[src/rtl/mul_pkg.sv]
// Shared types and constants for the iterative RV32M multiply sequencer.
package mul_pkg;

  // Operation select, matching funct3[1:0] of the RV32M multiply group.
  typedef enum logic [1:0] {
    OP_MUL    = 2'b00,
    OP_MULH   = 2'b01,
    OP_MULHSU = 2'b10,
    OP_MULHU  = 2'b11
  } mul_op_e;

  // Sequencer states. MUL lasts 32 cycles, every other non-IDLE state lasts one.
  typedef enum logic [2:0] {
    IDLE   = 3'd0,
    ABS_A  = 3'd1,
    ABS_B  = 3'd2,
    MUL    = 3'd3,
    NEG_LO = 3'd4,
    NEG_HI = 3'd5,
    RESP   = 3'd6
  } mul_state_e;

  // Edges from the accepting edge to the rise of rsp_valid_o.
  localparam int MUL_LATENCY = 36;

endpackage

[src/rtl/core_adder.sv]
// Plain 32-bit two-operand adder with no carry-in and no carry-out.
// The sequencer time-multiplexes this single instance for every step.
module core_adder (
  input  logic [31:0] a_i,
  input  logic [31:0] b_i,
  output logic [31:0] sum_o
);

  assign sum_o = a_i + b_i;

endmodule

[src/rtl/mul_seq_ctrl.sv]
// Iterative RV32M multiply sequencer (MUL, MULH, MULHSU, MULHU).
// Signed operands are converted to magnitudes, multiplied by shift-add over
// 32 cycles, and the 64-bit product is conditionally negated in two halves.
// One shared core_adder does all arithmetic, so the latency is fixed at 36.
module mul_seq_ctrl
  import mul_pkg::*;
#(
  parameter int XLEN  = 32,  // only 32 is legal: core_adder is fixed at 32 bits
  parameter int CNT_W = 5    // log2(XLEN)
) (
  input  logic            clk_i,
  input  logic            rst_ni,
  input  logic            req_valid_i,
  output logic            req_ready_o,
  input  logic [1:0]      op_i,
  input  logic [XLEN-1:0] a_i,
  input  logic [XLEN-1:0] b_i,
  input  logic            flush_i,
  output logic            rsp_valid_o,
  input  logic            rsp_ready_i,
  output logic [XLEN-1:0] result_o,
  output logic            busy_o
);

  mul_state_e       state_q, state_d;
  mul_op_e          op_q;
  logic [XLEN-1:0]  a_q;       // multiplicand, becomes |A| after ABS_A
  logic [XLEN-1:0]  hi_q;      // upper product word / partial-sum accumulator
  logic [XLEN-1:0]  lo_q;      // multiplier, shifted out as product low word fills in
  logic [CNT_W-1:0] cnt_q;
  logic             sa_q, sb_q, neg_q, c_q;

  logic             accept;
  logic             sa, sb;
  logic [XLEN-1:0]  add_a, add_b, sum;
  logic             carry;

  assign accept = (state_q == IDLE) && req_valid_i;

  // Operand signs: rs1 is signed for MULH/MULHSU, rs2 only for MULH.
  assign sa = ((op_i == OP_MULH) || (op_i == OP_MULHSU)) && a_i[XLEN-1];
  assign sb = (op_i == OP_MULH) && b_i[XLEN-1];

  // The adder has no carry-out; an unsigned wrap shows up as sum < hi.
  assign carry = (sum < hi_q);

  core_adder u_adder (
    .a_i  (add_a),
    .b_i  (add_b),
    .sum_o(sum)
  );

  // Adder operand mux, driven purely by state; idle in IDLE and RESP.
  always_comb begin
    // NOTE: every signal written here gets a default first, otherwise the
    // states that do not assign it would infer a latch.
    add_a = '0;
    add_b = '0;
    unique case (state_q)
      ABS_A:  begin add_a = ~a_q;  add_b = XLEN'(1);      end
      ABS_B:  begin add_a = ~lo_q; add_b = XLEN'(1);      end
      MUL:    begin add_a = hi_q;  add_b = lo_q[0] ? a_q : '0; end
      NEG_LO: begin add_a = ~lo_q; add_b = XLEN'(1);      end
      NEG_HI: begin add_a = ~hi_q; add_b = XLEN'(c_q);    end
      default: ;
    endcase
  end

  // State register.
  always_ff @(posedge clk_i or negedge rst_ni) begin
    // NOTE: sequential state uses non-blocking assignments so every register
    // samples pre-edge values regardless of statement order.
    if (!rst_ni) state_q <= IDLE;
    else         state_q <= state_d;
  end

  // Next-state logic; flush outranks completion and the response handshake.
  always_comb begin
    state_d = state_q;
    if (state_q != IDLE && flush_i) begin
      state_d = IDLE;
    end else begin
      unique case (state_q)
        IDLE:    if (req_valid_i) state_d = ABS_A;
        ABS_A:   state_d = ABS_B;
        ABS_B:   state_d = MUL;
        MUL:     if (cnt_q == '1) state_d = NEG_LO;
        NEG_LO:  state_d = NEG_HI;
        NEG_HI:  state_d = RESP;
        RESP:    if (rsp_ready_i) state_d = IDLE;
        default: state_d = IDLE;
      endcase
    end
  end

  // Datapath registers: operand capture, magnitude, shift-add, negate.
  always_ff @(posedge clk_i or negedge rst_ni) begin
    if (!rst_ni) begin
      op_q  <= OP_MUL;
      a_q   <= '0;
      hi_q  <= '0;
      lo_q  <= '0;
      cnt_q <= '0;
      sa_q  <= 1'b0;
      sb_q  <= 1'b0;
      neg_q <= 1'b0;
      c_q   <= 1'b0;
    end else if (accept) begin
      op_q  <= mul_op_e'(op_i);
      a_q   <= a_i;
      lo_q  <= b_i;
      hi_q  <= '0;
      cnt_q <= '0;
      sa_q  <= sa;
      sb_q  <= sb;
      neg_q <= sa ^ sb;
      c_q   <= 1'b0;
    end else if (!flush_i) begin
      unique case (state_q)
        ABS_A:  if (sa_q) a_q <= sum;
        ABS_B:  if (sb_q) lo_q <= sum;
        MUL: begin
          {hi_q, lo_q} <= {carry, sum, lo_q[XLEN-1:1]};
          cnt_q        <= cnt_q + 1'b1;
        end
        NEG_LO: if (neg_q) begin
          lo_q <= sum;
          c_q  <= (lo_q == '0);
        end
        NEG_HI: if (neg_q) hi_q <= sum;
        default: ;
      endcase
    end else begin
      // A flushed operation must not leave the iteration count mid-way.
      cnt_q <= '0;
    end
  end

  assign req_ready_o = (state_q == IDLE);
  assign busy_o      = (state_q != IDLE);
  assign rsp_valid_o = (state_q == RESP);
  assign result_o    = (state_q != RESP) ? '0 : (op_q == OP_MUL) ? lo_q : hi_q;

endmodule

[config.mk]
export PLATFORM = sky130hd
export DESIGN_NAME = mul_seq_ctrl
export DESIGN_NICKNAME = d
export VERILOG_FILES = /design/src/rtl/mul_pkg.sv /design/src/rtl/core_adder.sv /design/src/rtl/mul_seq_ctrl.sv
export SDC_FILE = /design/constraint.sdc
export NUM_CORES = 1
export LEC_CHECK = 0
export ABC_AREA = 1
export CAP_MARGIN = 15
export CORE_UTILIZATION = 63
export CTS_CLUSTER_SIZE = 24
export DETAILED_ROUTE_END_ITERATION = 16
export PLACE_DENSITY = 0.87
export SKIP_CTS_REPAIR_TIMING = 1
export SLEW_MARGIN = 20
export SYNTH_ARGS = -nofsm -noshare
export SYNTH_HDL_FRONTEND = slang
export SYNTH_HIERARCHICAL = 1
export SYNTH_SLANG_ARGS = --single-unit
export TNS_END_PERCENT = 30
[constraint.sdc]
create_clock -name clk_i -period 5.9 [get_ports clk_i]
set_input_delay 1.475 -clock clk_i [delete_from_list [all_inputs] [get_ports clk_i]]
set_output_delay 1.475 -clock clk_i [all_outputs]
set_load 0.01 [all_outputs]
# [Word level (Yosys, flattened, before mapping)]
# Cells that the tools add are included.
[classes] addsub=2 order_cmp=1 eq_ne=17 n_mux=29 n_bitwise=4 n_reduce_logical=23
[ops] operator="$mux W32" count=13
[ops] operator="$pmux W32 S3" count=2
[ops] operator="$pmux W32 S4" count=1
[ops] operator="$not A32 Y32" count=3
[ops] operator="$pmux W32 S2" count=1
[ops] operator="$add A32 B32 Y32" count=1
[ops] operator="$logic_not A32 Y1" count=1
[ops] operator="$lt A32 B32 Y1" count=1
[ops] operator="$pmux W3 S7" count=1
[ops] operator="$mux W5" count=3
[ops] operator="$ne A3 B3 Y1 const B" count=5
[ops] operator="$mux W3" count=4
[ops] operator="$reduce_and A3 Y1" count=4
[ops] operator="$eq A3 B3 Y1 const B" count=3
[ops] operator="$reduce_bool A3 Y1" count=3
[ops] operator="$reduce_bool A2 Y1" count=4
[ops] operator="$eq A3 B2 Y1 const B" count=2
[ops] operator="$add A5 B1 Y5 const B" count=1
[ops] operator="$eq A5 B5 Y1 const B" count=1
[ops] operator="$logic_and A1 B1 Y1" count=4
[ops] operator="$mux W1" count=4
[ops] operator="$reduce_and A4 Y1" count=1
[ops] operator="$reduce_bool A4 Y1" count=1
[ops] operator="$eq A3 B1 Y1 const B" count=1
[ops] operator="other kinds (11)" count=11
[totals] reg_bits=110 elab_cells=86

# [Longest topological paths before layout]
[depth] ltp_word=8 ltp_mapped=29 depth_no_buf=28

# [Cells and area by module]
# Netlist, hierarchy kept.
[modules_own_cells] module="mul_seq_ctrl" n_inst=1 cells_per_inst=1050 area_each_um2=7618.6 seq_area_each_um2=2752.6
[modules_own_cells] module="core_adder" n_inst=1 cells_per_inst=494 area_each_um2=2384.8 seq_area_each_um2=0.0

# [Worst setup path after synthesis]
# OpenSTA, ideal clock, no wires.
[synth_path] kind="flip-flop to flip-flop" startpoint="register state_q[2]" endpoint="register hi_q[31]" setup_time_ns=0.117 t_arrival_ns=3.407 required_time_ns=5.783 path_slack_ns=2.376 stages_incl_launch_ff=29 path_buffers=1 synth_period_minus_slack_ns=3.524 path_cell_list="dfrtp_1 inv_2 nand3_1 nand2_1 inv_1 clkbuf_1 o211ai_1 ha_1 fa_1 nand3_1 nand3_2 nand2_1 nand2_2 nand2_1 nand2_2 nand2_1 nand2_1 nand2_1 nand2_1 ha_1 nand4_1 inv_1 nand2_1 nor4_1 nand2_1 nand2_1 nand2_1 nand2_1 nand2_1"
[synth_between] elab_chain_len=8
[synth_lines] element="start, declared" line="mul_seq_ctrl.sv:25" text="mul_state_e state_q, state_d;"
[synth_lines] element="start signal, assigned" line="mul_seq_ctrl.sv:74" text="else state_q <= state_d;"
[synth_lines] element="$eq A3 B3 Y1, or another cell as far along" line="mul_seq_ctrl.sv:59" text="unique case (state_q)"
[synth_lines] element="$reduce_or A3 Y1 (no line)"
[synth_lines] element="$pmux W32 S3 *" line="mul_seq_ctrl.sv:59"
[synth_lines] element="named net add_b[0]" line="mul_seq_ctrl.sv:35" text="logic [XLEN-1:0] add_a, add_b, sum;"
[synth_lines] element="$add A32 B32 Y32 *" line="core_adder.sv:9" text="assign sum_o = a_i + b_i;"
[synth_lines] element="named net sum[28]" line="mul_seq_ctrl.sv:35"
[synth_lines] element="$lt A32 B32 Y1 *" line="mul_seq_ctrl.sv:45" text="assign carry = (sum < hi_q);"
[synth_lines] element="$pmux W32 S2 *" line="mul_seq_ctrl.sv:119" text="unique case (state_q)"
[synth_lines] element="$mux W32 *" line="mul_seq_ctrl.sv:118" text="end else if (!flush_i) begin"
[synth_lines] element="$mux W32 *" line="mul_seq_ctrl.sv:108" text="end else if (accept) begin"
[synth_lines] element="end signal, assigned" line="mul_seq_ctrl.sv:123" text="{hi_q, lo_q} <= {carry, sum, lo_q[XLEN-1:1]};"
[synth_lines] element="end signal, assigned" line="mul_seq_ctrl.sv:130" text="NEG_HI: if (neg_q) hi_q <= sum;"
[synth_lines] element="end, declared" line="mul_seq_ctrl.sv:28" text="logic [XLEN-1:0] hi_q;"
# The timed path passes the listed nets; every way through them passes the cells marked *. The select of a mux whose other input is x is not followed.
# A chain may end at the register's enable or synchronous reset.

# [Worst setup path after layout]
[layout_path] startpoint="register state_q[2]" endpoint="register hi_q[31]"
[layout_between] elab_chain_len=8
[layout_lines] element="$eq A3 B3 Y1 or $eq A3 B2 Y1 (tied branches)" line="mul_seq_ctrl.sv:59"
[layout_lines] element="$reduce_or A2 Y1 (no line)"
[layout_lines] element="$pmux W32 S4 *" line="mul_seq_ctrl.sv:59"
[layout_lines] element="named net add_a[0]" line="mul_seq_ctrl.sv:35"
[layout_lines] element="$add A32 B32 Y32 *" line="core_adder.sv:9"
[layout_lines] element="named net sum[28]" line="mul_seq_ctrl.sv:35"
[layout_lines] element="$lt A32 B32 Y1 *" line="mul_seq_ctrl.sv:45"
[layout_lines] element="$pmux W32 S2 *" line="mul_seq_ctrl.sv:119"
[layout_lines] element="$mux W32 *" line="mul_seq_ctrl.sv:118"
[layout_lines] element="$mux W32 *" line="mul_seq_ctrl.sv:108"
# Marked as above.

==> results.txt <==
The flow ran to the end, and the final reports show no timing, DRC or antenna violations. Post-placement cell area: 0.0112 sq mm. The post-synthesis sequential element count is 110, and the count of antenna diodes in the layout is 0. STA puts the critical path data required time at 6160 ps. The root buffer cell chosen for the clock tree is sky130_fd_sc_hd__clkbuf_16. The initialized floorplan defines 45 standard-cell rows.

The number of top-level design ports was 106. The tools report the endpoint type of the worst setup path as a flip-flop. The worst path needs 4690 ps of the cycle, external delays included.

The logs give 0 for the final-report max-slew violation count and 3 for the CTS H-tree depth. The Yosys step of the flow raised 6 warnings. Top flip-flop cell by instance count after synthesis: sky130_fd_sc_hd__dfrtp_1. For the tightest hold margin, the log shows 541 ps. The path class of the tightest hold or removal check is reg -> reg. The part of the cycle the worst path needs was 0.794. In the final routed layout, each cell accounts on average for 16.8 microns. The HPWL after detailed placement was 22,800 microns.

The fraction of final layout cells sized beyond drive strength 1 is 0.0491, and the via count is 10,700. The relative area change from synthesis to final layout is 14.6%, and the actual transition at the worst max-transition pin is 1110 ps. The largest fanout on the critical path is 18, and the worst endpoint data arrival time is 4950 ps. For the number of remaining DRC errors, the log shows 0. The tools report the number of endpoints with negative hold slack in the final report as 0. TritonCTS created 9 clock buffers. The cell that appears most often on the critical path is sky130_fd_sc_hd__nand2_1.

The number of flops mapped to enable cells by yosys works out to 0. TritonCTS built the clock tree. The count of nets left with antenna violations once routing finished came out at 0. The horizontal extent of the die was 128 microns; the post-synthesis cell area was 0.0100 sq mm. The startpoint type of the worst setup path was a flip-flop. The tools report the worst voltage drop across the vdd grid as 0.499 mV. Post-CTS clock slew at the launch and capture registers of the worst setup and hold paths: 80 ps. The number of clock sinks was 110. The total chip power was 6.98 mW. The async set-reset flop share out of synthesis is 1.00. In the final timing run, aggregate negative setup slack is 0 ps. Violation count after the first detailed-routing iteration: 1,076. The library cell contributing the largest single delay on the critical path was sky130_fd_sc_hd__inv_1. The max-capacitance violation count is 0. The first detailed-routing pass ran for 7 iterations.

The number of library cell types mapped by synthesis was 42. The tools report the final instance area as 0.0115 sq mm. For the sequential area share after synthesis, the log shows 0.275. The floorplan step defined a core boundary enclosing 0.0154 sq mm.

For the post-place setup slack, the log shows 1270 ps. Setup repair after global routing left no endpoint under its margin. Deepest clock path buffer count: 2. The routed design has 30,600 microns of wire. The number of setup violations in the final report is 0, and the cell count after synthesis is 1,544. After layout, the worst setup slack is 1210 ps. The run gives 0.0164 sq mm as the floorplan die area. The initial standard-cell utilization of the core came out at 0.651. The maximum clock frequency was 213 MHz. The final layout net count is 1,741, and the delay of the slowest critical-path stage is 480 ps.

Net count of the mapped netlist: 1,681. The global routing usage summed across all routing layers came out at 0.390. The final global-route overflow total is 0, and the reported leakage power is 5.56 nW. Post-route clock skew: 10.7 ps. The clock reaches the later pin of the worst-skew pair after 370 ps. The per-cell via count in the routed design works out to 5.90.

The initial antenna violation count was 0. The tools report the number of global-route vias before repair as 10,000. The vertical extent of the die came out at 128 microns. The worst-case headroom to the max-slew limit was 0.259; the average cell area after synthesis was 6.48 sq um.

Power per standard cell area: 609 mW/mm^2. Port buffering added 105 buffers. Routability-driven placement congestion ratio: 0.995. The setup path with the least slack is of type reg -> reg. Entering global routing, the biggest net connects 93 pins. Wire length of the first global-routing pass: 50,000 microns.
[sequential cells by signal, indices dropped and copies added (netlist names), 2 cells and up]
register / cells
a_q: 32
op_q: 2
hi_q: 32
state_q: 3
cnt_q: 5
lo_q: 32
[per-stage QoR]
stage,std cells,utilization
floorplan,1544,-
finish,1820,0.746
global placement,1803,0.727
CTS,1820,0.746
detailed placement,1804,0.727
global route,1820,0.746
[worst max-delay path, delay by kind of cell (launching register included)]
kind / cells / cell delay [ps]
buffers and inverters: 4 / 1050
flip-flops: 1 / 460
AO/OA/AOI/OAI: 1 / 140
adder cells (fa/ha/maj): 3 / 1020
AND/OR/NAND/NOR: 20 / 1910
[kinds of logic after synthesis]
group,count (synthesis),share of synthesized area
AO/OA/AOI/OAI,375,0.232
adder cells (fa/ha/maj),66,0.0833
buffers and inverters,334,0.128
flip-flops,110,0.275
AND/OR/NAND/NOR,636,0.261
XOR/XNOR,19,0.0166
multiplexers,4,0.00400
[Yosys cell counts (11+ instances only)]
library cell,count,area (sq um)
sky130_fd_sc_hd__xor2_1,15,131
sky130_fd_sc_hd__nand4_1,15,93.8
sky130_fd_sc_hd__buf_2,21,105
sky130_fd_sc_hd__nand2_2,15,93.8
sky130_fd_sc_hd__nand3_1,32,160
sky130_fd_sc_hd__o21ai_0,107,536
sky130_fd_sc_hd__o22ai_1,37,231
sky130_fd_sc_hd__ha_1,65,813
sky130_fd_sc_hd__o211ai_1,92,691
sky130_fd_sc_hd__nand2_1,456,1710
sky130_fd_sc_hd__nor2_1,92,345
sky130_fd_sc_hd__o21ai_1,29,145
sky130_fd_sc_hd__inv_1,252,946
sky130_fd_sc_hd__o2111ai_1,31,272
sky130_fd_sc_hd__clkbuf_1,41,154
sky130_fd_sc_hd__inv_2,11,41.3
sky130_fd_sc_hd__a21oi_1,68,340
sky130_fd_sc_hd__dfrtp_1,110,2750
[layer usage]
layer / global-route usage / up-vias / part of all wire
met5: 0 / - / 0
met4: 0.171 / 0 / 0.034
met3: 0.0601 / 84 / 0.081
met2: 0.613 / 494 / 0.45
met1: 0.533 / 4958 / 0.44
li1: - / 5210 / -
[placed cells by master (no fill, tap or decap), types with 10 or more instances in the layout]
cell type	count
sky130_fd_sc_hd__a21oi_1	68
sky130_fd_sc_hd__buf_4	13
sky130_fd_sc_hd__clkdlybuf4s50_1	104
sky130_fd_sc_hd__dfrtp_1	110
sky130_fd_sc_hd__ha_1	65
sky130_fd_sc_hd__inv_1	252
sky130_fd_sc_hd__inv_2	10
sky130_fd_sc_hd__nand2_1	456
sky130_fd_sc_hd__nand2_2	15
sky130_fd_sc_hd__nand3_1	32
sky130_fd_sc_hd__nand4_1	15
sky130_fd_sc_hd__nor2_1	91
sky130_fd_sc_hd__o2111ai_1	31
sky130_fd_sc_hd__o211ai_1	92
sky130_fd_sc_hd__o21ai_0	107
sky130_fd_sc_hd__o21ai_1	29
sky130_fd_sc_hd__o22ai_1	37
sky130_fd_sc_hd__xor2_1	15
[layout make-up]
type | instances | area, sq um
Multi-Input combinational cell | 1100 | 5990
Inverter | 263 | 990
Clock buffer | 10 | 239
Sequential cell | 110 | 2750
Tap cell | 211 | 264
Fill cell | 1283 | 3910
Timing Repair Buffer | 120 | 1190
Clock inverter | 6 | 43.8
[worst paths after layout]
check                                       startpoint              endpoint  slack [ps]  cells past startpoint
worst max-delay path            state_q[2]$_DFFE_PN0P_  hi_q[31]$_DFFE_PN0P_        1210                     28
worst min-delay path                  sb_q$_DFFE_PN0P_      sb_q$_DFFE_PN0P_         540                      2
worst max register to register  state_q[2]$_DFFE_PN0P_  hi_q[31]$_DFFE_PN0P_        1210                     28
worst min register to register        sb_q$_DFFE_PN0P_      sb_q$_DFFE_PN0P_         540                      2
max in group asynchronous                       rst_ni   hi_q[0]$_DFFE_PN0P_        3560                      2
min in group asynchronous                       rst_ni    a_q[6]$_DFFE_PN0P_        1240                      1
[power breakdown]
part           internal [mW]  total (mW)  switching, mW
Sequential              1.09        1.32          0.224
Clock                  0.301       0.606          0.305
Combinational           1.73        5.06           3.33
No activity file was read; power rests on OpenSTA's default activity.
